$ cat config.mk
export PLATFORM = sky130hd
export DESIGN_NAME = rvm_fetch_unit_flat
export DESIGN_NICKNAME = d
export VERILOG_FILES = /design/src/rtl/rvm_fetch_unit_if.sv /design/src/rtl/rvm_fetch_unit.sv /design/src/flat_wrapper.sv
export SDC_FILE = /design/constraint.sdc
export NUM_CORES = 1
export LEC_CHECK = 0
export ABC_AREA = 1
export ABC_CLOCK_PERIOD_IN_PS = 5400
export BUFFER_PORTS_ARGS = -buffer_cell sky130_fd_sc_hd__buf_2
export CORE_ASPECT_RATIO = 1.4
export CORE_UTILIZATION = 40
export DETAILED_ROUTE_END_ITERATION = 16
export HOLD_SLACK_MARGIN = 0.12
export SLEW_MARGIN = 20
export SYNTH_ARGS = -nofsm -noshare
export SYNTH_HDL_FRONTEND = slang
export SYNTH_SLANG_ARGS = --single-unit
$ cat constraint.sdc
create_clock -name clk -period 5.4 [get_ports clk]
set_input_delay 0.54 -clock clk [delete_from_list [all_inputs] [get_ports clk]]
set_output_delay 0.54 -clock clk [all_outputs]
set_load 0.02 [all_outputs]
$ cat src/rtl/rvm_fetch_unit_if.sv
// rvm_fetch_unit_if: bundles the instruction-memory read port, the redirect
// request and the instruction-buffer drain port of the fetch unit.
//
// Signals:
//   mem_addr/mem_c_en/mem_b_en   fetch request towards instruction memory
//   mem_rdata/mem_error          response, valid in the cycle after acceptance
//   mem_stall                    request not accepted this cycle
//   i_redirect/i_redirect_pc     flush and restart fetch at a new address
//   o_valid/o_instr/o_pc/o_error buffer head presented to the consumer
//   i_ready                      consumer accepts the head
//
// Handshake semantics: the memory accepts a request in every cycle where
// mem_c_en=1 and mem_stall=0; a stalled request keeps mem_c_en and mem_addr
// unchanged. The head entry transfers in every cycle where o_valid=1 and
// i_ready=1; o_valid never depends on i_ready, and while o_valid=1 the head
// fields stay stable until the transfer or a redirect.
//
// Modports: master = fetch unit, slave = memory + control FSM side.
interface rvm_fetch_unit_if;
  logic [31:0] mem_addr;
  logic        mem_c_en;
  logic [3:0]  mem_b_en;
  logic [31:0] mem_rdata;
  logic        mem_error;
  logic        mem_stall;
  logic        i_redirect;
  logic [31:0] i_redirect_pc;
  logic        o_valid;
  logic [31:0] o_instr;
  logic [31:0] o_pc;
  logic        o_error;
  logic        i_ready;

  modport master (
    output mem_addr, mem_c_en, mem_b_en,
    input  mem_rdata, mem_error, mem_stall,
    input  i_redirect, i_redirect_pc,
    output o_valid, o_instr, o_pc, o_error,
    input  i_ready
  );

  modport slave (
    input  mem_addr, mem_c_en, mem_b_en,
    output mem_rdata, mem_error, mem_stall,
    output i_redirect, i_redirect_pc,
    input  o_valid, o_instr, o_pc, o_error,
    output i_ready
  );
endinterface

$ cat src/rtl/rvm_fetch_unit.sv
// rvm_fetch_unit: instruction fetch sequencer for the multi-cycle RISC-V core.
// Issues pipelined single-outstanding reads to instruction memory, queues the
// returned words in a small show-ahead buffer drained by the control FSM, and
// flushes/restarts on redirect (branches, jumps, traps). A bus error halts
// fetching until the next redirect.
//
// Parameters:
//   RESET_PC  first fetch address after reset (word aligned)
//   DEPTH     instruction buffer entries (power of two, 1..8)
//   PC_STEP   fetch address increment per accepted request
//
// Ports:
//   clk        system clock
//   resetn     asynchronous, active-low reset
//   bus        rvm_fetch_unit_if.master (memory port, redirect, buffer head)
//   dbg_state  current FSM state: 0=POST_RESET, 1=FETCH, 2=HALTED
module rvm_fetch_unit #(
  parameter logic [31:0] RESET_PC = 32'h0000_0000,
  parameter int unsigned DEPTH    = 2,
  parameter logic [31:0] PC_STEP  = 32'd4
) (
  input  logic                    clk,
  input  logic                    resetn,
  rvm_fetch_unit_if.master        bus,
  output logic [1:0]              dbg_state
);

  localparam int unsigned PTR_W = (DEPTH > 1) ? $clog2(DEPTH) : 1;
  localparam int unsigned CNT_W = $clog2(DEPTH + 1);

  typedef enum logic [1:0] {
    ST_POST_RESET = 2'd0,
    ST_FETCH      = 2'd1,
    ST_HALTED     = 2'd2
  } state_t;

  state_t            state;
  logic [31:0]       fetch_pc;
  logic              inflight;
  logic [31:0]       inflight_pc;

  logic [31:0]       buf_instr [DEPTH];
  logic [31:0]       buf_pc    [DEPTH];
  logic              buf_err   [DEPTH];
  logic [PTR_W-1:0]  wr_ptr;
  logic [PTR_W-1:0]  rd_ptr;
  logic [CNT_W-1:0]  count;

  logic              pop;
  logic              push;
  logic              accept;
  logic              has_space;
  logic [CNT_W:0]    occ_now;
  logic [CNT_W:0]    occ_limit;
  logic [31:0]       redirect_target;

  function automatic logic [PTR_W-1:0] next_ptr(input logic [PTR_W-1:0] p);
    return (p == PTR_W'(DEPTH - 1)) ? '0 : p + PTR_W'(1);
  endfunction

  assign redirect_target = bus.i_redirect_pc & 32'hFFFF_FFFC;

  // Head outputs come straight from storage and are forced to 0 when empty.
  assign bus.o_valid = (count != '0);
  assign bus.o_instr = bus.o_valid ? buf_instr[rd_ptr] : 32'h0;
  assign bus.o_pc    = bus.o_valid ? buf_pc[rd_ptr]    : 32'h0;
  assign bus.o_error = bus.o_valid ? buf_err[rd_ptr]   : 1'b0;
  assign pop         = bus.o_valid & bus.i_ready;

  // Issue only when the buffer can take every word already owed to it plus
  // this one. A same-cycle pop counts as freed space. Once a request is
  // presented, this condition stays true through any stall: the response in
  // flight lands in the buffer and no new request is accepted, so occupancy
  // plus in-flight can only shrink. mem_c_en/mem_addr therefore hold steady
  // during a stall without extra state.
  assign occ_now     = {1'b0, count} + {{CNT_W{1'b0}}, inflight};
  assign occ_limit   = (CNT_W + 1)'(DEPTH) + {{CNT_W{1'b0}}, pop};
  assign has_space   = occ_now < occ_limit;

  assign bus.mem_c_en = (state == ST_FETCH) & has_space;
  assign bus.mem_addr = bus.mem_c_en ? fetch_pc : 32'h0;
  assign bus.mem_b_en = 4'b1111;
  assign accept       = bus.mem_c_en & ~bus.mem_stall;

  // A response is kept only while fetching: a redirect in the response cycle
  // drops it, and anything returning after an error (state HALTED) is stale.
  assign push = inflight & ~bus.i_redirect & (state == ST_FETCH);

  assign dbg_state = state;

  always_ff @(posedge clk or negedge resetn) begin
    if (!resetn) begin
      state       <= ST_POST_RESET;
      fetch_pc    <= RESET_PC;
      inflight    <= 1'b0;
      inflight_pc <= 32'h0;
      wr_ptr      <= '0;
      rd_ptr      <= '0;
      count       <= '0;
    end else if (bus.i_redirect) begin
      state    <= ST_FETCH;
      fetch_pc <= redirect_target;
      inflight <= 1'b0;
      wr_ptr   <= '0;
      rd_ptr   <= '0;
      count    <= '0;
    end else begin
      case (state)
        ST_POST_RESET: state <= ST_FETCH;
        ST_FETCH:      if (push && bus.mem_error) state <= ST_HALTED;
        default:       state <= state;
      endcase
      if (accept) begin
        fetch_pc    <= fetch_pc + PC_STEP;
        inflight_pc <= fetch_pc;
      end
      inflight <= accept;
      if (push) wr_ptr <= next_ptr(wr_ptr);
      if (pop)  rd_ptr <= next_ptr(rd_ptr);
      count <= count + CNT_W'(push) - CNT_W'(pop);
    end
  end

  // Storage needs no reset: it is only visible through the count-qualified
  // head outputs.
  always_ff @(posedge clk) begin
    if (push) begin
      buf_instr[wr_ptr] <= bus.mem_rdata;
      buf_pc[wr_ptr]    <= inflight_pc;
      buf_err[wr_ptr]   <= bus.mem_error;
    end
  end

endmodule

$ cat src/flat_wrapper.sv
// flat-port wrapper written by rule: the top's interface ports become plain ports
module rvm_fetch_unit_flat 
#(
  parameter logic [31:0] RESET_PC = 32'h0000_0000,
  parameter int unsigned DEPTH    = 2,
  parameter logic [31:0] PC_STEP  = 32'd4
)
  (clk, resetn, dbg_state, bus_mem_addr, bus_mem_c_en, bus_mem_b_en, bus_mem_rdata, bus_mem_error, bus_mem_stall, bus_i_redirect, bus_i_redirect_pc, bus_o_valid, bus_o_instr, bus_o_pc, bus_o_error, bus_i_ready);
  rvm_fetch_unit_if bus_i ();
  input  logic clk;
  input  logic resetn;
  output logic [1:0] dbg_state;
  output wire logic [$bits(bus_i.mem_addr)-1:0] bus_mem_addr;
  output wire logic [$bits(bus_i.mem_c_en)-1:0] bus_mem_c_en;
  output wire logic [$bits(bus_i.mem_b_en)-1:0] bus_mem_b_en;
  input wire logic [$bits(bus_i.mem_rdata)-1:0] bus_mem_rdata;
  input wire logic [$bits(bus_i.mem_error)-1:0] bus_mem_error;
  input wire logic [$bits(bus_i.mem_stall)-1:0] bus_mem_stall;
  input wire logic [$bits(bus_i.i_redirect)-1:0] bus_i_redirect;
  input wire logic [$bits(bus_i.i_redirect_pc)-1:0] bus_i_redirect_pc;
  output wire logic [$bits(bus_i.o_valid)-1:0] bus_o_valid;
  output wire logic [$bits(bus_i.o_instr)-1:0] bus_o_instr;
  output wire logic [$bits(bus_i.o_pc)-1:0] bus_o_pc;
  output wire logic [$bits(bus_i.o_error)-1:0] bus_o_error;
  input wire logic [$bits(bus_i.i_ready)-1:0] bus_i_ready;
  assign bus_mem_addr = bus_i.mem_addr;
  assign bus_mem_c_en = bus_i.mem_c_en;
  assign bus_mem_b_en = bus_i.mem_b_en;
  assign bus_i.mem_rdata = bus_mem_rdata;
  assign bus_i.mem_error = bus_mem_error;
  assign bus_i.mem_stall = bus_mem_stall;
  assign bus_i.i_redirect = bus_i_redirect;
  assign bus_i.i_redirect_pc = bus_i_redirect_pc;
  assign bus_o_valid = bus_i.o_valid;
  assign bus_o_instr = bus_i.o_instr;
  assign bus_o_pc = bus_i.o_pc;
  assign bus_o_error = bus_i.o_error;
  assign bus_i.i_ready = bus_i_ready;
  rvm_fetch_unit #(.RESET_PC(RESET_PC), .DEPTH(DEPTH), .PC_STEP(PC_STEP)) u_core (.clk(clk), .resetn(resetn), .bus(bus_i), .dbg_state(dbg_state));
endmodule
== After elaboration in Yosys (flattened, before gate mapping) ==
Memories as Yosys holds them, arrays and structs flattened.
Index checks and enable logic that the tools add are counted.
Storage, ports and cells
  register bits: 71
  RAM bits: 130
  bits of input ports: 70
  output and inout port bits: 105
  logic and storage cells: 55
  memories: 3
Memory list
  u_core.buf_instr: words 2, width 32, rd ports 1, clocked after memory_dff 0, write ports 1, line rvm_fetch_unit.sv:42  | logic [31:0] buf_instr [DEPTH];
  u_core.buf_pc: words 2, width 32, rd ports 1, clocked after memory_dff 0, write ports 1, line rvm_fetch_unit.sv:43  | logic [31:0] buf_pc [DEPTH];
  u_core.buf_err: words 2, width 1, rd ports 1, clocked after memory_dff 0, write ports 1, line rvm_fetch_unit.sv:44  | logic buf_err [DEPTH];
Operators by class
  add/sub/neg operators: 7
  magnitude comparators: 1
  eq/ne operators: 2
  multiplexer cells: 19
  bitwise logic cells: 7
  reductions and logical operators: 9
Operator list (number)
  $mux W32: 5
  $add A32 B3 Y32 const B: 1
  $mux W1: 10
  $reduce_bool A2 Y1: 4
  $mux W2: 3
  $and A1 B1 Y1: 5
  $pmux W2 S2: 1
  $reduce_and A2 Y1: 2
  $add A2 B1 Y3: 1
  $add A2 B1 Y3 const A: 1
  $lt A3 B3 Y1: 1
  $ne A3 B3 Y1 const B: 1
  $reduce_bool A3 Y1: 1
  $add A1 B1 Y1 const B: 2
  $add A2 B1 Y2: 1
  $eq A2 B1 Y1 const B: 1
  $logic_not A2 Y1: 1
  $not A1 Y1: 2
  $sub A2 B1 Y2: 1
  $logic_and A1 B1 Y1: 1

== Depth between registers and ports, before layout ==
Gate-level depths: netlist (run 1).
  word-level depth: 8
  mapped depth: 10
  depth with buffers taken out: 10

== Least setup slack after synthesis (run 1) ==
No wires, ideal clock.
  kind: input port to flip-flop
  from: input port bus_i_redirect
  to: memory u_core.buf_err[0] (enable)
  library setup time: 0.484 ns
  data arrival time: 3.744 ns
  required time: 4.916 ns
  slack: 1.172 ns
  stages: 6
  path buffers: 1
  cell sequence: buf_2 -> inv_2 -> nand2_1 -> nor2_1 -> inv_1 -> nor2_1
On the way
  word-level cells in the longest chain between the ends: 5
RTL lines
  start: declaration: line flat_wrapper.sv:19  | input wire logic [$bits(bus_i.i_redirect)-1:0] bus_i_redirect;
  $not A1 Y1 (no source line)
  $and A1 B1 Y1 (2 in a row): line rvm_fetch_unit.sv:87  | assign push = inflight & ~bus.i_redirect & (state == ST_FETCH);
  $mux W1: line rvm_fetch_unit.sv:127  | if (push) begin
  $mux W1 (implied by the code): line rvm_fetch_unit.sv:130  | buf_err[wr_ptr] <= bus.mem_error;
  end: declaration: line rvm_fetch_unit.sv:44
Every way passes these cells.

== Final worst setup path (run 1) ==
  from: register u_core.rd_ptr
  to: output port bus_o_pc[19]
On the way
  word-level cells in the longest chain between the ends: 2
RTL lines
  start: declaration: line rvm_fetch_unit.sv:46  | logic [PTR_W-1:0] rd_ptr;
  start signal: assignment: line rvm_fetch_unit.sv:119  | if (pop) rd_ptr <= next_ptr(rd_ptr);
  $mem_v2 Z2 W32
  $mux W32: line rvm_fetch_unit.sv:66  | assign bus.o_pc = bus.o_valid ? buf_pc[rd_ptr] : 32'h0;
  end: declaration: line flat_wrapper.sv:23  | output wire logic [$bits(bus_i.o_pc)-1:0] bus_o_pc;
Every way passes these cells.

==> impl_metrics.csv, run 1 <==
group,metric,value,unit
grt,grt_pass1_wl,31.57,mm
worst_setup_path,crit_chain,"buf_4 > inv_2 > buf_4 > nand2_1 > a21oi_1 > buf_2",
worst_setup_path,cp_max_fo,64,
synth,synthArstFlopShare,34.72,%
routing,routed_wl,20.10,mm
synth,synth_edf_count,126,
synth,yosysUniqueCellTypes,36,
routing,dr.pass1.iters,4,
worst_setup_path,cp_top_family,"buffers and inverters",
grt,grt_start_max_net_pins,68,
worst_hold_path,hold_path_class,"input pin to asynchronous set/reset pin",
synth,synth_area_leaders,"edfxtp_1, dfrtp_1, nand2_1",
timing,finalSetupViolCount,0,
synth,mappedNetlistArea,0.008735,mm²
grt,antenna_found_initial,0,
timing,finalCriticalPeriod,3054,ps
placement,dp.cells,1267,
worst_setup_path,worstSetupPathType,"flip-flop to primary output",
clock_tree,h-tree-depth,4,
floorplanning,coreArea,0.02128,mm²
pwr,p_per_area,487.7,mW/mm²
final_layout,syn_to_final_growth,17.52,%
run_status,outcome,"finished clean",
clock_tree,cts_tree,"yes",
final_layout,layout_commonest_cell,"nand2_1",
floorplanning,fp.dieW,126.9,µm
placement,dpl.hpwl,13.18,mm
timing,fin_ws,2346,ps
clock_tree,clk_latency,420,ps
timing,hold_ws,302.3,ps
routing,vias,6290,
routing,drcViolationCount,0,
routing,via_per_inst,4.842,
final_layout,diodes,0,
timing,maxSlewViolCount,0,
synth,syn_area_per_cell,9.960,µm²
timing,hold_viol,0,
worst_setup_path,reg2reg_depth,7,
grt,overflow,0,
timing,skew,11.78,ps
timing,setup_tns,0,ps
pwr,irDropWorstVdd,265.9,µV
floorplanning,rows,63,
worst_setup_path,crit_arrival,2510,ps
synth,synth.top_cell.area_share,43.32,%
timing,rsz0062_at_grt,"false",
flow_run,maxCapViolCount,0,
clock_tree,postCtsHoldBufs,0,
placement,port-buffer-count,164,
timing,finalCritPeriodShare,56.55,%
clock_tree,cts_buffer_depth,2,
placement,gp_congestion,0.9154,
synth,synth_top_area_cell,"edfxtp_1",
final_layout,final_cell_mix,"nand2_1, buf_2, edfxtp_1",
clock_tree,numCtsBuffers,17,
floorplanning,die_h,176.8,µm
worst_setup_path,worstReg2RegEnd,"u_core.fetch_pc[23]",
worst_setup_path,rr_startpoint,"u_core.count[0]",
final_layout,nNetsFinal,1101,
synth,syn_inst,877,
synth,synth_top_flop_cell,"edfxtp_1",
worst_setup_path,cp_slowest_stage_delay,590,ps
worst_setup_path,crit_buf_inv,4,
final_layout,layout-drive-gt1-share,24.83,%
clock_tree,clock_sinks,193,
grt,grt_pass1_vias,6023,
grt,grtUsageTotal,18.53,%
timing,relSlewSlack,40.65,%
worst_setup_path,slowest_stage,"buf_4",
final_layout,instances_no_fill,1299,
floorplanning,start_util,41.04,%
clock_tree,cts_resized,0,
timing,max_freq,327.5,MHz
clock_tree,clockRootBuffer,"clkbuf_16",
worst_setup_path,reg2reg_slack,3190,ps
floorplanning,dieArea,0.02244,mm²
clock_tree,clk_pin_slew,70,ps
timing,tightest_slew,890.2,ps
floorplanning,ios,175,
clock_tree,cts_setup_buffers,0,
worst_setup_path,cp.required,4860,ps
synth,ys_ff_latch,193,
synth,seq_area_frac_synth,62.51,%
synth,synth-warning-count,0,
worst_setup_path,end_kind,"primary output",
routing,drtIter0Drc,339,
final_layout,fin_util,48.23,%
placement,dpl_worst_slack,2340,ps
worst_setup_path,start_kind,"flip-flop",
worst_setup_path,cpMostUsedCell,"buf_4",
pwr,cellLeakagePower,4.499,nW
routing,post_drt_wl_per_cell,15.47,µm
routing,ant_nets,0,
area by class of cell:
class / instances / area, µm²
clock buffer: 21 / 481.7
clock inverter: 11 / 88.84
fill: 2074 / 11020
inverter: 56 / 210.2
multi-input combinational: 587 / 2824
sequential: 193 / 5461
tap: 260 / 325.3
timing repair buffer: 171 / 873.3
Yosys cell counts (9+ instances only):
cell and n:
xor2_1 12, buf_4 11, nor2_4 9, nand2_1 289, dfrtp_1 67, edfxtp_1 126
nand3_1 31, a21oi_1 64, clkbuf_1 21, inv_1 48, nand2_2 9, o21ai_0 24
nor2_1 66, o21ai_1 23
registers in the layout (all words and copies together) (netlist names):
name / flops
u_core.buf_err: 2
u_core.dbg_state: 2
u_core.buf_pc: 60
u_core.rd_ptr: 1
u_core.count: 2
u_core.inflight_pc: 30
u_core.wr_ptr: 1
u_core.buf_instr: 64
u_core.fetch_pc: 30
u_core.inflight: 1
cells by family (layout without fill, tap and decap cells):
family | after synthesis | count (layout) | share of synthesized area [%]
compound gates | 129 | 129 | 8.237
flops | 193 | 193 | 62.51
fa+ha+maj | 5 | 5 | 0.7162
xor+xnor | 14 | 14 | 1.404
buf+inv | 103 | 259 | 5.615
other cells | 2 | 8 | 0.08598
simple gates | 431 | 431 | 21.43
metrics by stage:
step	cell area [µm²]	power, mW
CTS	10260	5.067
global route	10260	5.319
finish	10260	5.006
floorplan	8757	3.238
detailed placement	9692	3.854
global placement	9692	3.829
worst max path at each step:
stage | from | end | slack, ps | depth (start not counted)
6_report | u_core.rd_ptr | bus_o_pc[19] | 2350 | 6
4_1_cts | u_core.count[0] | bus_mem_addr[7] | 2220 | 6
5_1_grt | u_core.rd_ptr | bus_o_pc[19] | 2130 | 6
2_1_floorplan | bus_i_redirect | u_core.buf_err[0] | 1170 | 6
3_5_place_dp | bus_i_redirect | u_core.buf_instr[0][3] | 2340 | 7
3_3_place_gp | bus_i_redirect | u_core.buf_instr[0][3] | 2370 | 7
report_power, final:
group,total (mW),switching [mW],internal (mW)
Sequential,2.01,0.172,1.84
Combinational,1.78,1.28,0.509
Clock,1.21,0.554,0.653
routing by layer:
layer / GRT usage (%) / vias up / part of all wire [%]
met5: 0 / - / 0
met4: 7.341 / 0 / 1.8
met3: 3.144 / 16 / 3.2
met2: 32.69 / 150 / 51
met1: 22.48 / 2946 / 44
li1: - / 3178 / -
(Power assumes the default switching activity.)
==> inputs of run 2 (changes only) <==
Settings changed: ABC_CLOCK_PERIOD_IN_PS 5400 to 2700.
Clock period 5.4 ns to 2.7 ns, I/O delays scaled along.
==> run 2 against run 1 <==
Effect of this change:
- power is 110% higher
- combinational power is 110% higher
- clock skew is 4.6 ps lower
- non-clock buffer count is 62 higher
- worst hold slack worse by 150 ps
- utilization is 3.5 points higher
- final cell count is 4.8% higher
- setup slack worse by 2000 ps
- via count is 4.6% higher
- first-iteration DRC count is 2.1% lower
- critical path type unchanged
- largest cell class unchanged
==> impl_metrics.csv, run 2 (same netlist as run 1, synthesis figures left out) <==
group,metric,value,unit
floorplanning,rows,63,
routing,vias,6579,
final_layout,instances_no_fill,1361,
floorplanning,start_util,41.04,%
final_layout,fin_util,51.76,%
final_layout,final_area,0.01102,mm²
final_layout,largest_reg_flops,64,
clock_tree,clockRootBuffer,"clkbuf_16",
floorplanning,ios,175,
clock_tree,cts_resized,0,
routing,via_per_inst,4.834,
clock_tree,clock_sinks,193,
final_layout,layout-drive-gt1-share,24.16,%
floorplanning,dieArea,0.02244,mm²
flow_run,maxCapViolCount,0,
placement,gp_congestion,0.8671,
pwr,irDropWorstVdd,587.6,µV
grt,antenna_found_initial,0,
grt,overflow,0,
clock_tree,h-tree-depth,4,
worst_setup_path,crit_arrival,2040,ps
grt,grt_start_max_net_pins,64,
floorplanning,die_h,176.8,µm
clock_tree,cts_buffer_depth,2,
placement,port-buffer-count,164,
clock_tree,numCtsBuffers,17,
placement,dpl_worst_slack,659.4,ps
worst_setup_path,end_kind,"primary output",
run_status,outcome,"finished clean",
clock_tree,clk_pin_slew,70,ps
final_layout,nNetsFinal,1163,
worst_setup_path,cp_max_fo,18,
final_layout,max_flop_register,"u_core.buf_instr",
worst_hold_path,hold_path_class,"input pin to flip-flop",
worst_setup_path,start_kind,"flip-flop",
timing,finalCritPeriodShare,85.66,%
timing,hold_viol,0,
routing,post_drt_wl_per_cell,15.32,µm
timing,rsz0062_at_grt,"false",
timing,skew,7.138,ps
routing,routed_wl,20.86,mm
timing,relSlewSlack,54.46,%
final_layout,reg_top3,"u_core.buf_instr (64), u_core.buf_pc (60)",
timing,tightest_slew,683.1,ps
floorplanning,fp.dieW,126.9,µm
grt,grt_pass1_vias,6290,
clock_tree,cts_tree,"yes",
grt,grt_pass1_wl,32.84,mm
final_layout,diodes,0,
timing,maxSlewViolCount,0,
routing,dr.pass1.iters,5,
timing,hold_ws,154.6,ps
floorplanning,coreArea,0.02128,mm²
timing,fin_ws,387.2,ps
worst_setup_path,worstSetupPathType,"flip-flop to primary output",
timing,finalSetupViolCount,0,
placement,dpl.hpwl,14.29,mm
placement,dp.cells,1276,
final_layout,layout_commonest_cell,"nand2_1",
clock_tree,clk_latency,430,ps
final_layout,final_cell_mix,"nand2_1, buf_2, edfxtp_1",
pwr,p_per_area,946.5,mW/mm²
worst_setup_path,cp.required,2430,ps
pwr,cellLeakagePower,4.824,nW
clock_tree,cts_setup_buffers,0,
grt,grtUsageTotal,19.31,%
timing,max_freq,432.4,MHz
routing,ant_nets,0,
routing,drcViolationCount,0,
timing,finalCriticalPeriod,2313,ps
final_layout,syn_to_final_growth,26.13,%
clock_tree,postCtsHoldBufs,53,
placement,dpl-instance-area,0.009847,mm²
routing,drtIter0Drc,332,
==> run 2: critical path: stages, from the launching register on <==
cell	delay, ps
dfrtp_1	390
ha_1	210
ha_1	190
nor2_2	190
nand2_1	110
buf_4	210
nor2_1	130
buf_2	180
==> run 2: cell type report <==
type	instances	area [µm²]
Clock buffer	24	556.8
Clock inverter	8	82.58
Fill cell	1937	10270
Inverter	56	210.2
Multi-Input combinational cell	587	2821
Sequential cell	193	5461
Tap cell	260	325.3
Timing Repair Buffer	233	1559
==> run 2: worst paths after layout <==
check	from	to	slack, ps	cells past startpoint
hold / removal	bus_i_redirect_pc[27]	u_core.fetch_pc[27]	150	5
setup reg to reg	u_core.count[0]	u_core.inflight_pc[2]	670	8
setup / recovery	u_core.count[0]	bus_mem_addr[5]	390	7
min in group asynchronous	resetn	u_core.fetch_pc[28]	420	2
hold reg to reg	u_core.inflight_pc[22]	u_core.buf_pc[1][22]	470	0
max in group asynchronous	resetn	u_core.rd_ptr	1600	3
==> run 2: metrics by stage <==
stage | power (mW) | setup TNS, ps
6_report | 10.43 | 0
5_1_grt | 11.07 | 0
4_1_cts | 10.55 | 0
3_5_place_dp | 7.841 | 0
3_3_place_gp | 7.788 | 0
2_1_floorplan | 6.475 | -32700
==> run 2: layer usage <==
metal | vias to the layer above | GRT usage, % | part of all wire, %
li1 | 3310 | - | -
met1 | 3080 | 22.97 | 42
met2 | 157 | 34.46 | 52
met3 | 32 | 3.174 | 3.4
met4 | 0 | 8.135 | 2.8
met5 | - | 0 | 0
==> run 2: where the power goes <==
part | switching [mW] | internal, mW
logic | 2.59 | 1.17
clock network | 1.07 | 1.55
registers | 0.356 | 3.68
==> inputs of run 3 (changes only) <==
Settings changed: GPL_TIMING_DRIVEN from default to 0, SETUP_SLACK_MARGIN from default to 0.02.
==> run 3 against run 2 <==
Effect of this change:
- via count increased by 2.4%
- sequential power about the same
- utilization increased by 0.58 points
- sequential share of layout area decreased by 0.56 points
- final area increased by 1.1%
- clock skew increased by 3.4 ps
- die area unchanged
- non-clock buffer count increased by 34
- wire length increased by 6.9%
- worst hold slack got worse by 20 ps
- global-route usage increased by 1.2 points
- final cell count increased by 2.5%
==> impl_metrics.csv, run 3 (same netlist as run 1, synthesis figures left out) <==
group,metric,value,unit
run_status,outcome,"finished clean",
pwr,cellLeakagePower,4.877,nW
timing,finalCritPeriodShare,97.32,%
pwr,irDropWorstVdd,508.4,µV
worst_setup_path,reg2reg_depth,7,
worst_setup_path,crit_start,"u_core.count[0]",
final_layout,syn_to_final_growth,27.53,%
final_layout,nNetsFinal,1197,
floorplanning,fp.dieW,126.9,µm
final_layout,final_cell_mix,"nand2_1, buf_2, edfxtp_1",
clock_tree,cts_buffer_depth,2,
routing,vias,6736,
routing,drtIter0Drc,345,
routing,dr.pass1.iters,6,
worst_setup_path,worstSetupPathType,"flip-flop to primary output",
grt,grt_pass1_vias,6620,
final_layout,largest_reg_flops,64,
clock_tree,clock_sinks,193,
floorplanning,die_h,176.8,µm
timing,tightest_slew,722.1,ps
worst_setup_path,cp.required,2430,ps
grt,grtUsageTotal,20.55,%
final_layout,instances_no_fill,1395,
timing,finalSetupViolCount,0,
final_layout,layout_commonest_cell,"nand2_1",
clock_tree,clk_latency,440,ps
placement,gp_congestion,0.9510,
pwr,total_power,10.30,mW
timing,skew,10.55,ps
grt,antenna_found_initial,0,
clock_tree,h-tree-depth,4,
placement,dpl.hpwl,16.25,mm
routing,via_per_inst,4.829,
routing,ant_nets,0,
worst_setup_path,start_kind,"flip-flop",
clock_tree,clk_pin_slew,70,ps
timing,maxSlewViolCount,0,
grt,grt_pass1_wl,34.52,mm
worst_setup_path,crit_chain,"ha_1 > ha_1 > nand2_2 > nand2_1 > clkbuf_1 > nor2_1 > buf_2",
clock_tree,cts_tree,"yes",
floorplanning,coreArea,0.02128,mm²
worst_setup_path,cp_slowest_stage_delay,440,ps
final_layout,diodes,0,
worst_hold_path,hold_path_class,"input pin to flip-flop",
placement,port-buffer-count,163,
grt,grt_start_max_net_pins,50,
worst_setup_path,worstReg2RegEnd,"u_core.buf_instr[0][6]",
worst_setup_path,cpMostUsedCell,"ha_1",
worst_setup_path,rr_startpoint,"u_core.dbg_state[1]",
worst_setup_path,cp_max_fo,10,
final_layout,layout-drive-gt1-share,24.49,%
timing,fin_ws,72.24,ps
worst_setup_path,end_kind,"primary output",
timing,rsz0062_at_grt,"true",
routing,post_drt_wl_per_cell,15.99,µm
clock_tree,numCtsBuffers,17,
timing,finalCriticalPeriod,2628,ps
worst_setup_path,crit_arrival,2360,ps
routing,drcViolationCount,0,
timing,max_freq,380.6,MHz
placement,dp.cells,1311,
timing,relSlewSlack,51.74,%
grt,overflow,0,
worst_setup_path,slowest_stage,"clkbuf_1",
timing,hold_viol,0,
final_layout,max_flop_register,"u_core.buf_instr",
floorplanning,start_util,41.04,%
flow_run,maxCapViolCount,0,
placement,dpl_worst_slack,228.9,ps
worst_setup_path,setup.worst_path.end,"bus_mem_addr[20]",
floorplanning,ios,175,
final_layout,reg_top3,"u_core.buf_instr (64), u_core.buf_pc (60)",
routing,routed_wl,22.30,mm
pwr,p_per_area,924.9,mW/mm²
worst_setup_path,reg2reg_slack,420,ps
clock_tree,clockRootBuffer,"clkbuf_16",
timing,setup_tns,0,ps
floorplanning,dieArea,0.02244,mm²
floorplanning,rows,63,
## run 3: report_power, final
group / switching (mW) / total [mW] / internal [mW]
sequential: 0.343 / 4.02 / 3.68
combinational: 2.67 / 3.84 / 1.17
clock: 1.09 / 2.44 / 1.35
## run 3: metal layers
metal | routed length [µm] | global-route usage (%) | up-vias
met5 | 0 | 0 | -
met4 | 484 | 8.085 | 0
met3 | 759 | 3.356 | 31
met2 | 11850 | 38.12 | 164
met1 | 9211 | 23.40 | 3163
li1 | - | - | 3378
## run 3: area by class of cell
cell class / instances / area, µm²
buffer: 47 / 281.5
fill: 2022 / 10140
timing repair buffer: 220 / 1461
clock inverter: 9 / 68.82
tap: 260 / 325.3
multi-input combinational: 587 / 2821
sequential: 193 / 5460
inverter: 56 / 210.2
clock buffer: 23 / 510.5
## run 3: stage by stage
stage	utilization [%]	hold WS (ps)	cell area, µm²
2_1_floorplan	-	-25.59	8762
3_3_place_gp	46.53	449.2	9903
3_5_place_dp	47.17	182.1	10040
4_1_cts	52.33	120.2	11140
5_1_grt	52.34	149.8	11140
6_report	52.34	134.9	11140
## run 3: what timing repair did
item / CTS / global route
buffers inserted: 0 / 0
hold buffers: 52 / 0
endpoints found under the setup margin: 0 / 2
gates resized for setup: 0 / 2
hold endpoints to repair: 152 / 0
## run 3: critical path: cells and delay by family, from the launching register on
family	cells	cell delay, ps
buffers and inverters	2	640
adders and majority gates	2	480
and+or+nand+nor	3	420
DFF	1	380
## run 3: how the worst min path moves through the flow
| stage | startpoint | to | slack (ps) | cells after the start |
|---|---|---|---|---|
| after floorplan | resetn | u_core.count[0] | -30 | 0 |
| after global placement | u_core.inflight_pc[3] | u_core.buf_pc[0][3] | 450 | 0 |
| after detailed placement | resetn | u_core.inflight_pc[22] | 180 | 1 |
| after CTS | bus_i_redirect_pc[14] | u_core.fetch_pc[14] | 120 | 5 |
| after global routing | bus_i_ready | u_core.rd_ptr | 150 | 3 |
| final | bus_i_redirect_pc[14] | u_core.fetch_pc[14] | 130 | 5 |
